$ cat config.mk
export PLATFORM = sky130hd
export DESIGN_NAME = fb_cond_eval
export DESIGN_NICKNAME = d
export VERILOG_FILES = /design/src/rtl/fb_cond_eval.sv
export SDC_FILE = /design/constraint.sdc
export NUM_CORES = 1
export LEC_CHECK = 0
export CORE_MARGIN = 2
export CORE_UTILIZATION = 48
export DETAILED_ROUTE_END_ITERATION = 12
export GPL_ROUTABILITY_DRIVEN = 0
export HOLD_SLACK_MARGIN = 0.06
export PLACE_DENSITY = 0.78
export SLEW_MARGIN = 20
export SYNTH_ARGS = -nofsm -noshare
export SYNTH_HDL_FRONTEND = slang
export SYNTH_SLANG_ARGS = --single-unit
$ cat constraint.sdc
create_clock -name clk -period 2.02 [get_ports clk]
set_clock_uncertainty 0.2 [all_clocks]
set_input_delay 0.404 -clock clk [delete_from_list [all_inputs] [get_ports clk]]
set_output_delay 0.404 -clock clk [all_outputs]
set_load 0.02 [all_outputs]
$ cat src/rtl/fb_cond_eval.sv
// rtl/fb_cond_eval.sv - NZCV condition evaluator with in-flight flag-writer tracking
// Stalls condition requests until pending flag writes retire, bypassing same-cycle write data.
module fb_cond_eval #(
   parameter int PEND_W = 2
) (
   input  logic       clk,
   input  logic       rst,
   input  logic       nf,
   input  logic       zf,
   input  logic       cf,
   input  logic       vf,
   input  logic       flags_we,
   input  logic [3:0] flags_in,
   input  logic       set_issue,
   output logic       issue_ready,
   input  logic       cond_valid,
   input  logic [3:0] cond,
   output logic       cond_ready,
   output logic       res_valid,
   output logic       res_taken,
   output logic       err
);

   localparam logic [PEND_W-1:0] PEND_MAX = '1;
   localparam logic [PEND_W-1:0] PEND_ONE = PEND_W'(1);

   typedef enum logic {
      S_IDLE,
      S_WAIT
   } state_t;

   state_t            state;
   state_t            state_next;
   logic [PEND_W-1:0] pend;
   logic [PEND_W-1:0] pend_next;
   logic [3:0]        cond_held;
   logic [3:0]        cond_held_next;
   logic              res_valid_next;
   logic              res_taken_next;
   logic              err_set;
   logic              inc;
   logic              resolvable;
   logic [3:0]        eff_flags;

   function automatic logic eval_cond(input logic [3:0] c, input logic [3:0] f);
      logic n, z, cy, v;
      n  = f[3];
      z  = f[2];
      cy = f[1];
      v  = f[0];
      case (c)
         4'h0:    eval_cond = z;
         4'h1:    eval_cond = !z;
         4'h2:    eval_cond = cy;
         4'h3:    eval_cond = !cy;
         4'h4:    eval_cond = n;
         4'h5:    eval_cond = !n;
         4'h6:    eval_cond = v;
         4'h7:    eval_cond = !v;
         4'h8:    eval_cond = cy & !z;
         4'h9:    eval_cond = !cy | z;
         4'hA:    eval_cond = (n == v);
         4'hB:    eval_cond = (n != v);
         4'hC:    eval_cond = !z & (n == v);
         4'hD:    eval_cond = z | (n != v);
         4'hE:    eval_cond = 1'b1;
         default: eval_cond = 1'b0;
      endcase
   endfunction

   assign issue_ready = (pend != PEND_MAX);
   assign cond_ready  = (state == S_IDLE);
   assign inc         = set_issue & issue_ready;
   assign eff_flags   = flags_we ? flags_in : {nf, zf, cf, vf};
   // A same-cycle set_issue belongs to a younger instruction, so only registered pend matters.
   assign resolvable  = (pend == '0) | ((pend == PEND_ONE) & flags_we);

   always_comb begin
      pend_next = pend;
      err_set   = 1'b0;
      if (set_issue && !issue_ready) begin
         err_set = 1'b1;
      end
      if (flags_we && (pend == '0) && !set_issue) begin
         err_set = 1'b1;
      end
      if (inc && !flags_we) begin
         pend_next = pend + PEND_ONE;
      end else if (!inc && flags_we && (pend != '0)) begin
         pend_next = pend - PEND_ONE;
      end
   end

   always_comb begin
      state_next     = state;
      cond_held_next = cond_held;
      res_valid_next = 1'b0;
      res_taken_next = res_taken;
      case (state)
         S_IDLE: begin
            if (cond_valid) begin
               if (resolvable) begin
                  res_valid_next = 1'b1;
                  res_taken_next = eval_cond(cond, eff_flags);
               end else begin
                  cond_held_next = cond;
                  state_next     = S_WAIT;
               end
            end
         end
         S_WAIT: begin
            if (resolvable) begin
               res_valid_next = 1'b1;
               res_taken_next = eval_cond(cond_held, eff_flags);
               state_next     = S_IDLE;
            end
         end
         default: state_next = S_IDLE;
      endcase
   end

   always_ff @(posedge clk or posedge rst) begin
      if (rst) begin
         state     <= S_IDLE;
         pend      <= '0;
         cond_held <= 4'h0;
         res_valid <= 1'b0;
         res_taken <= 1'b0;
         err       <= 1'b0;
      end else begin
         state     <= state_next;
         pend      <= pend_next;
         cond_held <= cond_held_next;
         res_valid <= res_valid_next;
         res_taken <= res_taken_next;
         err       <= err | err_set;
      end
   end

endmodule

# Word level (Yosys, flattened, before mapping)
# Index checks and enable logic that the tools add are counted.
dict set report totals {
  register_bits 10
  mem_bits_ro 0
  word_cells 91
  latchBits 0
  memories 0
  mem_bits_rw 0
  out_inout_bits 5
  input_bits 17
}
dict set report classes {
  n_bitwise 10
  mul 0
  eq_ne 35
  shifts 0
  add_sub_neg 2
  order_cmp 0
  n_mux 17
  n_div 0
  n_reduce_logical 21
}
# op count
set op_table {}
lappend op_table {{4-bit equality test, second input constant} 14}
lappend op_table {{4-bit by 3-bit equality test with 1-bit output, second input constant} 8}
lappend op_table {{1-bit case mux with 15 select lines} 2}
lappend op_table {{4-bit by 2-bit equality test with 1-bit output, second input constant} 4}
lappend op_table {{1-bit two-way mux} 9}
lappend op_table {{4-bit by 1-bit equality test with 1-bit output, second input constant} 2}
lappend op_table {{1-bit logical NOT} 8}
lappend op_table {{4-bit logical NOT} 2}
lappend op_table {{1-bit logical AND} 6}
lappend op_table {{1-bit case mux with 2 select lines} 3}
lappend op_table {{3-bit AND reduction} 2}
lappend op_table {{1-bit AND} 4}
lappend op_table {{2-bit two-way mux} 2}
lappend op_table {{4-bit two-way mux} 1}
lappend op_table {{2-bit by 1-bit inequality test with 1-bit output, second input constant} 2}
lappend op_table {{2-bit inequality test, second input constant} 2}
lappend op_table {{1-bit OR} 4}
lappend op_table {{2-bit nonzero test} 2}
lappend op_table {{2-bit by 1-bit adder with 2-bit output, second input constant} 1}
lappend op_table {{2-bit by 1-bit equality test with 1-bit output, second input constant} 1}
lappend op_table {{2-bit logical NOT} 1}
lappend op_table {{1-bit NOT} 2}
lappend op_table {{2-bit by 1-bit subtractor with 2-bit output, second input constant} 1}
lappend op_table {{1-bit equality test} 1}
lappend op_table {{1-bit inequality test} 1}

# Logic depth before layout (Yosys ltp)
# Gate-level depths: netlist (run 1).
dict set report logic_depth {
  ltp_word 7
  depth_mapped 7
}

# Least setup slack after synthesis (run 1)
# No wires, ideal clock.
dict set report synth_path {
  path_kind {input -> register}
  from {input flags_we}
  to {register res_taken}
  arrival_time_ns 1.625
  path_stages 6
  setup_slack_ns 0.054
  n_path_buf 0
  required_ns 1.679
  path_cell_list {mux2i_1 and4bb_2 a2111oi_0 o21ai_1 o221ai_1 a41oi_1}
}
dict set report synth_between {
  elab_chain_len 7
  elab_cells_between_ends 22
  classes_between {eq/ne (4); mux (7); bitwise (6); reduce/logical (5)}
}
# item line
set synth_lines {}
lappend synth_lines {{from (decl)} 12} ;# input logic flags_we,
lappend synth_lines {{4-bit two-way mux} 74} ;# assign eff_flags = flags_we ? flags_in : {nf, zf, cf, vf};
lappend synth_lines {{1-bit inequality test (tied with other cells)} {63, 65}}
lappend synth_lines {{1-bit OR (tied with other cells)} 65} ;# 4'hD: eval_cond = z | (n != v);
lappend synth_lines {{1-bit case mux with 15 select lines} 51} ;# case (c)
lappend synth_lines {{1-bit two-way mux} 102} ;# if (resolvable) begin
lappend synth_lines {{1-bit two-way mux} 101} ;# if (cond_valid) begin
lappend synth_lines {{1-bit case mux with 2 select lines} 99} ;# case (state)
lappend synth_lines {{to (signal assigned)} 135} ;# res_taken <= res_taken_next;
lappend synth_lines {{to (decl)} 20} ;# output logic res_taken,
# Parallel ways exist; a longest one is shown, timed or not. The select of a mux whose other input is x is not followed.
# A chain may end at the register's enable or synchronous reset.

# Worst setup path after layout (run 1)
# Ends and elaborated chain as after synthesis.

==> results.py, run 1 <==
metrics = {
    "routing": {
        "routed_wl_mm": 2.63,
        "via_per_inst": 5.79,
        "wl_per_cell_um": 17.1,
        "route.detailed.drc": 0,
        "vias": 891,
        "detail-route-antenna-nets": 0,
        "drt_pass1_iterations": 4,
        "drtIter0Drc": 27,
    },
    "floorplan": {
        "rows": 15,
        "dieWidth_um": 47.0,
        "floorplan.die_area_um2": 2210,
        "core_um2": 1730,
        "die_h_um": 47.0,
        "start_util_pct": 51.4,
        "ios": 22,
    },
    "yosys": {
        "synth_flop_cell": "dfrtp_1",
        "ys_warn_count": 0,
        "synth-seq-area-share_pct": 28.2,
        "synthTopCellsByArea": "dfrtp_1, mux4_1, mux2i_1",
        "yosysTopAreaCell": "dfrtp_1",
        "syn_inst": 95,
        "syn-cell-area_um2": 887,
        "synth_top_area_share_pct": 28.2,
        "ys_seq_elements": 10,
        "synthArstFlopShare_pct": 100,
        "synth_enable_flop_cells": 0,
        "syn_nets": 115,
        "synth.distinct_cells": 40,
        "avgSynthCellArea_um2": 9.34,
    },
    "critical_path": {
        "endpoint": "res_taken$_DFFE_PP0P_",
        "crit_type": "in2reg",
        "end_kind": "flop",
        "cp-start-kind": "primary input",
        "critPathMaxFanout": 5,
        "critPathArrivalTime_ps": 1920,
        "crit_start": "flags_we",
        "reg2reg_setup_slack_ps": 220,
        "r2r-start": "pend[0]$_DFFE_PP0P_",
        "crit_required_ps": 1950,
        "worstPathCellList": "buf_4 -> buf_6 -> mux2i_4 -> mux4_2 -> nand3b_1 -> o21ai_1 -> o221ai_1 -> a41oi_1",
        "r2r_cells": 5,
        "timing.rr.end": "cond_held[0]$_DFFE_PP0P_",
        "crit_path_top_delay_cell": "mux4_2",
        "crit_path_max_incr_delay_ps": 490,
    },
    "power": {
        "ir_worst_vdd_mv": 0.754,
        "power.density_nw_per_um2": 988,
        "power_leakage_uw": 0.000605,
        "total_power_uw": 1300,
    },
    "clocking": {
        "ctsHtreeMaxLevel": 1,
        "path_clk_slew_ps": 60,
        "clockRootBuffer": "clkbuf_4",
        "cts_tree": "yes",
        "numCtsBuffers": 3,
        "cts_buffer_depth": 2,
        "clock_latency_ps": 270,
        "clock-sinks": 10,
    },
    "timing": {
        "min_period_over_period_pct": 98.7,
        "period_needed_ps": 1990,
        "setup_viol": 0,
        "finalHoldViolCount": 0,
        "fmax_ghz": 0.502,
        "final_max_slew_viol_count": 0,
        "tightest_slew_ps": 398,
        "slew_headroom_pct": 73.4,
    },
    "layout": {
        "num_antenna_cells": 0,
        "utilization_pct": 76.1,
        "drive_above_1_share_pct": 31.8,
        "areaGrowthSynthToFinish_pct": 48.1,
        "postLayoutCellArea_um2": 1310,
        "nets": 151,
    },
    "global_route": {
        "grt_max_degree": 11,
        "antenna_found_initial": 0,
        "grt_pass1_wl_mm": 3.64,
        "grt_pass1_vias": 847,
        "gr-usage-all-layers_pct": 23.7,
        "grt.overflow.total": 0,
    },
    "flow_run": {
        "max_cap_violations": 0,
    },
    "placed_design": {
        "portBuffers": 21,
        "hpwl_mm": 1.78,
        "dpl-instance-area_um2": 1210,
    },
    "outcome": {
        "outcome": "finished clean",
    },
    "min_path": {
        "hold_path_class": "in2async",
    },
}
==> cell type report <==
class                      count  area [um^2]
multi-input combinational     73          668
fill                         123          413
inverter                       8         30.0
timing repair buffer          35          312
sequential                    10          250
clock buffer                   3         22.5
tap                           25         31.3
==> kinds of logic after synthesis <==
| logic type | Yosys count | synth area share, % |
|---|---|---|
| AOI/OAI and AO/OA | 18 | 14.1 |
| xor gates and xnor gates | 8 | 7.90 |
| adders and majority gates | 3 | 4.23 |
| buffers and inverters | 12 | 5.92 |
| DFF | 10 | 28.2 |
| muxes | 12 | 19.2 |
| and+or+nand+nor | 32 | 20.5 |
==> cell usage in the layout (no fill, tap or decap), drive strengths merged, types with 2 or more instances in the layout <==
cell,Yosys,routed
buf,3,15
nor4b,2,2
mux2,4,4
xnor2,5,5
nor4,2,2
clkbuf,1,7
a21oi,3,3
mux2i,5,5
nand2,5,5
o21ai,4,4
clkdlybuf4s50,0,7
nor2b,5,5
xor2,3,3
nor2,8,8
dlygate4sd2,0,3
inv,8,8
ha,3,3
dlymetal6s2s,0,6
and3,2,2
mux4,3,3
o221ai,2,2
dfrtp,10,10
==> worst min-delay path by stage <==
stage                                to  cells after the start
3_5_place_dp              err$_DFF_PP0_                      1
6_report       cond_held[0]$_DFFE_PP0P_                      2
2_1_floorplan  cond_held[0]$_DFFE_PP0P_                      1
4_1_cts        cond_held[0]$_DFFE_PP0P_                      2
3_3_place_gp              err$_DFF_PP0_                      1
5_1_grt        cond_held[2]$_DFFE_PP0P_                      2
==> Yosys cell counts (2+ instances only) <==
library cell and n:
dfrtp_1 10, inv_1 8, nor2_1 8, mux2i_1 5
nand2_1 5, nor2b_1 5, xnor2_1 5, mux2_2 4
a21oi_1 3, ha_1 3, o21ai_0 3, xor2_1 3
buf_1 2, mux4_1 2, nor4_1 2, nor4b_1 2
o221ai_1 2
==> registers in the layout, indices dropped and copies added, names as in the netlist <==
name	flops
cond_held	4
err	1
pend	2
res_taken	1
res_valid	1
state	1
==> per-stage QoR <==
step / cells / TNS (ps) / hold slack [ps] / setup slack, ps
floorplan: 95 / 0 / 44.2 / 54.4
global placement: 151 / -1270 / 261 / -535
detailed placement: 151 / -1510 / 329 / -641
CTS: 154 / -132 / 223 / -132
global route: 154 / -19.3 / 287 / -19.3
finish: 154 / 0 / 209 / 27.2
==> metal layers <==
metal	wire, um	share of wire, %	up-vias	GRT usage [%]
li1	-	-	425	-
met1	995	38	423	27.1
met2	1410	54	32	43.6
met3	117	4.5	11	5.38
met4	102	3.9	0	7.78
met5	0	0	-	0
==> timing repair <==
action / in CTS / in global routing
endpoints found under the setup margin: 2 / 2
resized for setup: 15 / 29
pin swaps: 4 / 8
hold buffers: 0 / 0
setup buffers: 0 / 1
==> critical path: cells and delay by family <==
kind | cells | cell delay (ps)
buffers and inverters | 2 | 270
muxes | 2 | 690
and+or+nand+nor | 1 | 130
AOI/OAI and AO/OA | 3 | 430
==> power by group <==
part,switching [uW],internal (uW)
clock network,69.4,69.0
registers,134,293
logic,360,372
(Power assumes the default switching activity.)
==> run 2: changes to the inputs <==
==> constraint.sdc (replaced) <==
create_clock -name clk -period 2.02 [get_ports clk]
set_clock_uncertainty 0.2 [all_clocks]
set_input_delay 0.505 -clock clk [delete_from_list [all_inputs] [get_ports clk]]
set_output_delay 0.505 -clock clk [all_outputs]
set_load 0.02 [all_outputs]
==> run 2 against run 1 <==
- the run now ends with setup timing left
- power rose by 12%
- fmax down 2.2%
- register-to-register slack got worse by 50 ps
- utilization increased by 6.2 points
- sequential share of layout area fell by 1.4 points
- critical path type unchanged
- non-clock buffer count rose by 6
- sequential power is essentially flat
- die area unchanged
- largest power group unchanged
- first-iteration DRC count decreased by 26%
- highest routed layer unchanged
==> results.py, run 2 (synthesized netlist as in run 1, its figures left out) <==
metrics = {
    "routing": {
        "wl_per_cell_um": 17.2,
        "drtIter0Drc": 20,
        "via_per_inst": 5.71,
        "route.met3.wl_um": 156,
        "drt_pass1_iterations": 4,
        "wl_met2_mm": 1.50,
        "routed_wl_mm": 2.77,
        "route.detailed.drc": 0,
        "detail-route-antenna-nets": 0,
        "maxUsedRoutingLayer": "met4",
        "met1Wirelength_mm": 1.05,
        "vias": 920,
    },
    "floorplan": {
        "start_util_pct": 51.4,
        "dieWidth_um": 47.0,
        "rows": 15,
        "die_h_um": 47.0,
        "core_um2": 1730,
        "floorplan.die_area_um2": 2210,
        "ios": 22,
    },
    "timing": {
        "period_needed_ps": 2040,
        "fmax_ghz": 0.491,
        "min_period_over_period_pct": 101,
        "final_max_slew_viol_count": 0,
        "slew_headroom_pct": 73.2,
        "rsz0062_at_grt": "true",
        "tightest_slew_ps": 401,
        "setup_slack_ps": -17.4,
        "tns_ps": -17.4,
        "finalHoldViolCount": 0,
        "hold-worst-slack_ps": 286,
        "setup_viol": 1,
    },
    "layout": {
        "reg.largest.list": "cond_held: 4 flops, pend: 2 flops",
        "nets": 157,
        "areaGrowthSynthToFinish_pct": 60.1,
        "num_antenna_cells": 0,
        "drive_above_1_share_pct": 43.4,
        "n_fill_cell": 115,
        "largest_reg_flops": 4,
        "largest-register": "cond_held",
        "stdcell_count": 161,
        "utilization_pct": 82.2,
        "final_cell_mix": "buf_4, dfrtp_1, inv_1, nor2_1",
        "final_common_cell": "buf_4",
    },
    "global_route": {
        "grt.overflow.total": 0,
        "grt_max_degree": 11,
        "grt_pass1_wl_mm": 4.14,
        "antenna_found_initial": 0,
        "gr-usage-all-layers_pct": 27.4,
        "grt_pass1_vias": 960,
    },
    "critical_path": {
        "critPathMaxFanout": 6,
        "crit_required_ps": 1950,
        "cp-start-kind": "primary input",
        "crit_type": "in2reg",
        "end_kind": "flop",
        "critPathArrivalTime_ps": 1960,
    },
    "clocking": {
        "cts_hold_buf": 0,
        "ctsHtreeMaxLevel": 1,
        "path_clk_slew_ps": 70,
        "clock-sinks": 10,
        "clockRootBuffer": "clkbuf_4",
        "numCtsBuffers": 3,
        "clock_latency_ps": 270,
        "cts_tree": "yes",
        "cts_buffer_depth": 2,
    },
    "placed_design": {
        "portBuffers": 21,
        "hpwl_mm": 1.95,
        "post-place-cells": 155,
    },
    "outcome": {
        "failed_checks": "setup timing",
        "outcome": "complete, but fails checks",
    },
    "power": {
        "total_power_uw": 1450,
        "ir_worst_vdd_mv": 0.900,
        "power.density_nw_per_um2": 1020,
        "power_leakage_uw": 0.000640,
    },
    "flow_run": {
        "max_cap_violations": 0,
    },
    "min_path": {
        "hold_path_class": "reg2reg",
    },
}
==> run 2: cell types whose count changed in the layout (fill, tap and decap cells not counted), moves of 2 or more <==
cell	before	now
nor2b_2	0	2
clkbuf_2	4	7
dlymetal6s2s_1	6	4
dlygate4sd2_1	3	1
buf_8	0	2
mux2i_4	1	3
mux2i_2	3	1
buf_4	13	18
nor2b_1	5	3
==> run 2: worst paths after layout <==
path                                               start  depth (start not counted)  slack [ps]                       end
worst max-delay path                            flags_we                          8         -20     res_taken$_DFFE_PP0P_
worst min-delay path                       err$_DFF_PP0_                          1         290             err$_DFF_PP0_
worst max register to register  cond_held[1]$_DFFE_PP0P_                          6         170     res_taken$_DFFE_PP0P_
worst min register to register             err$_DFF_PP0_                          1         290             err$_DFF_PP0_
max in group asynchronous                            rst                          2        1020  cond_held[3]$_DFFE_PP0P_
min in group asynchronous                            rst                          2         310  cond_held[1]$_DFFE_PP0P_
==> run 2: metrics by stage <==
step                worst slack (ps)  cell area [um^2]
finish                         -17.4              1420
global placement                -605              1250
CTS                             -194              1300
floorplan                       2.21               897
detailed placement              -752              1250
global route                   -61.9              1420
==> run 2: final cells by class <==
type / instances / area, um^2 / share of cell area [%]
tap: 25 / 31.3 / 2.20
clock buffer: 4 / 36.3 / 2.56
timing repair buffer: 41 / 350 / 24.7
multi-input combinational: 73 / 722 / 50.8
inverter: 8 / 30.0 / 2.11
sequential: 10 / 250 / 17.6
==> run 2: routing by layer <==
| metal | up-vias | GRT usage [%] |
|---|---|---|
| met5 | - | 0 |
| met2 | 45 | 54.0 |
| met3 | 10 | 7.69 |
| met4 | 0 | 5.56 |
| li1 | 434 | - |
| met1 | 431 | 28.3 |
==> run 2: power breakdown <==
part | switching (uW) | leakage (uW) | internal, uW
Sequential | 135 | 0.000116 | 293
Clock | 73.4 | 0.0000210 | 110
Combinational | 416 | 0.000503 | 424
==> run 2: worst max-delay path, stage by stage <==
cell      delay, ps
buf_8           100
buf_8           130
mux2i_4         200
mux4_2          480
nand3b_1        110
o21ai_1          80
o221ai_1        200
a41oi_1         140
==> run 2: timing repair <==
| action | CTS | global route |
|---|---|---|
| endpoints found under the hold margin | 0 | 0 |
| buffers inserted | 0 | 2 |
| pin swaps | 2 | 12 |
| endpoints found under the setup margin | 7 | 6 |
| resized for setup | 15 | 45 |
==> run 3: changes to the inputs <==
- CORE_MARGIN: 2 -> default
- CORE_UTILIZATION: 48 -> 61
- DONT_BUFFER_PORTS: default -> 1
- PLACE_DENSITY: 0.78 -> 0.77
==> run 3 against run 2 <==
- the flow now finishes without violations
- cell count down 28%
- sequential share of layout area up 8.0 points
- cell area down 31%
- first-iteration DRC count down 40%
- non-clock buffer count down 35
- wire length down 34%
- via count down 21%
- fmax up 13%
- sequential power up 6.1%
- worst hold slack worse by 140 ps
- utilization down 9.0 points
- die area down 27%
==> results.py, run 3 (synthesized netlist as in run 1, its figures left out) <==
metrics = {
    "layout": {
        "largest-register": "cond_held",
        "final_cell_mix": "dfrtp_1, inv_1, nor2_1",
        "areaGrowthSynthToFinish_pct": 10.2,
        "reg.largest.list": "cond_held: 4 flops, pend: 2 flops",
        "drive_above_1_share_pct": 20.8,
        "nets": 122,
        "stdcell_count": 116,
        "largest_reg_flops": 4,
        "final_common_cell": "dfrtp_1",
        "postLayoutCellArea_um2": 977,
        "num_antenna_cells": 0,
    },
    "power": {
        "total_power_uw": 1150,
        "power_leakage_uw": 0.000406,
        "ir_worst_vdd_mv": 0.807,
        "power.density_nw_per_um2": 1180,
    },
    "clocking": {
        "clock-sinks": 10,
        "postCtsResizedCells": 0,
        "cts_tree": "yes",
        "ctsHtreeMaxLevel": 1,
        "path_clk_slew_ps": 60,
        "clockRootBuffer": "clkbuf_4",
        "numCtsBuffers": 3,
        "cts_buffer_depth": 2,
        "clock_latency_ps": 260,
    },
    "critical_path": {
        "crit_path_max_incr_delay_ps": 340,
        "critPathMaxFanout": 13,
        "crit_buf_inv": 0,
        "crit_path_top_delay_cell": "a2111oi_2",
        "crit_type": "in2reg",
        "critPathArrivalTime_ps": 1730,
        "crit_required_ps": 1950,
        "reg2reg_setup_slack_ps": 260,
        "r2r_cells": 5,
        "r2r-start": "cond_held[0]$_DFFE_PP0P_",
        "worstPathCellList": "mux2i_2 -> and4bb_2 -> a2111oi_2 -> o21ai_1 -> o221ai_1 -> a41oi_1",
        "end_kind": "flop",
        "cp-start-kind": "primary input",
        "timing.rr.end": "res_taken$_DFFE_PP0P_",
        "cp_top_family": "compound AO/OA/AOI/OAI gates",
    },
    "floorplan": {
        "die_h_um": 40.1,
        "floorplan.die_area_um2": 1610,
        "ios": 22,
        "dieWidth_um": 40.1,
        "core_um2": 1330,
        "start_util_pct": 66.5,
        "rows": 13,
    },
    "timing": {
        "setup_viol": 0,
        "tightest_slew_ps": 353,
        "final_max_slew_viol_count": 0,
        "slew_headroom_pct": 75.8,
        "min_period_over_period_pct": 89.1,
        "rsz0062_at_grt": "false",
        "fmax_ghz": 0.556,
        "period_needed_ps": 1800,
        "finalHoldViolCount": 0,
        "tns_ps": 0,
    },
    "min_path": {
        "whs_path_depth": 1,
        "hold_path_class": "in2reg",
        "hold_end": "pend[1]$_DFFE_PP0P_",
        "holdCritStartpoint": "flags_we",
    },
    "routing": {
        "via_per_inst": 6.29,
        "drtIter0Drc": 12,
        "route.detailed.drc": 0,
        "detail-route-antenna-nets": 0,
        "wl_per_cell_um": 15.7,
        "drt_pass1_iterations": 3,
        "routed_wl_mm": 1.82,
        "vias": 730,
    },
    "placed_design": {
        "portBuffers": 0,
        "post-place-cells": 111,
        "hpwl_mm": 1.49,
        "dpl-instance-area_um2": 931,
    },
    "global_route": {
        "antenna_found_initial": 0,
        "grt_max_degree": 14,
        "grt_pass1_vias": 638,
        "grt_pass1_wl_mm": 2.80,
        "grt.overflow.total": 0,
        "gr-usage-all-layers_pct": 26.3,
    },
    "outcome": {
        "outcome": "finished clean",
    },
    "flow_run": {
        "max_cap_violations": 0,
    },
}
run 3: changes by cell type in the layout (fill, tap and decap cells not counted), moves of 3 or more:
cell | before | now
clkbuf_2 | 7 | 0
clkdlybuf4s50_1 | 7 | 0
xnor2_1 | 2 | 5
buf_4 | 18 | 5
xnor2_2 | 3 | 0
dlymetal6s2s_1 | 4 | 0
mux2i_4 | 3 | 0
run 3: worst max-delay path by stage:
stage	from	end	slack, ps	depth (start not counted)
final	flags_we	res_taken$_DFFE_PP0P_	220	6
after global routing	flags_we	res_taken$_DFFE_PP0P_	130	6
after CTS	flags_we	res_taken$_DFFE_PP0P_	210	6
after detailed placement	flags_we	res_taken$_DFFE_PP0P_	-70	6
after global placement	flags_we	res_taken$_DFFE_PP0P_	-30	6
after floorplan	flags_we	res_taken$_DFFE_PP0P_	2	6
run 3: metrics by stage:
| stage | utilization [%] | setup WS [ps] | hold WS [ps] |
|---|---|---|---|
| 3_5_place_dp | 69.8 | -69.3 | 189 |
| 5_1_grt | 73.3 | 132 | 165 |
| 4_1_cts | 73.3 | 212 | 145 |
| 3_3_place_gp | 69.8 | -34.4 | 180 |
| 6_report | 73.3 | 221 | 148 |
| 2_1_floorplan | - | 2.21 | 145 |
run 3: final cells by class:
| type | instances | area [um^2] |
|---|---|---|
| Multi-Input combinational cell | 73 | 594 |
| Fill cell | 114 | 357 |
| Sequential cell | 10 | 250 |
| Timing Repair Buffer | 6 | 47.5 |
| Clock buffer | 4 | 36.3 |
| Inverter | 8 | 30.0 |
| Tap cell | 15 | 18.8 |
run 3: what timing repair did:
action | 4_1_cts | 5_1_grt
hold endpoints to repair | 10 | 0
hold buffers | 1 | 0
buffers inserted | 0 | 0
run 3: routing by layer:
layer  up-vias  global-route usage, %  routed length, um  share of wire, %
li1        365                      -                  -                 -
met1       352                   31.8                801                44
met2        13                   46.0                951                52
met3         0                   10.0                 70               3.8
met4         0                  0.862                  0                 0
met5         -                      0                  0                 0
run 3: power breakdown:
group	internal [uW]	switching, uW	leakage [uW]
Clock	109	66.7	0.0000210
Combinational	259	260	0.000269
Sequential	293	162	0.000116
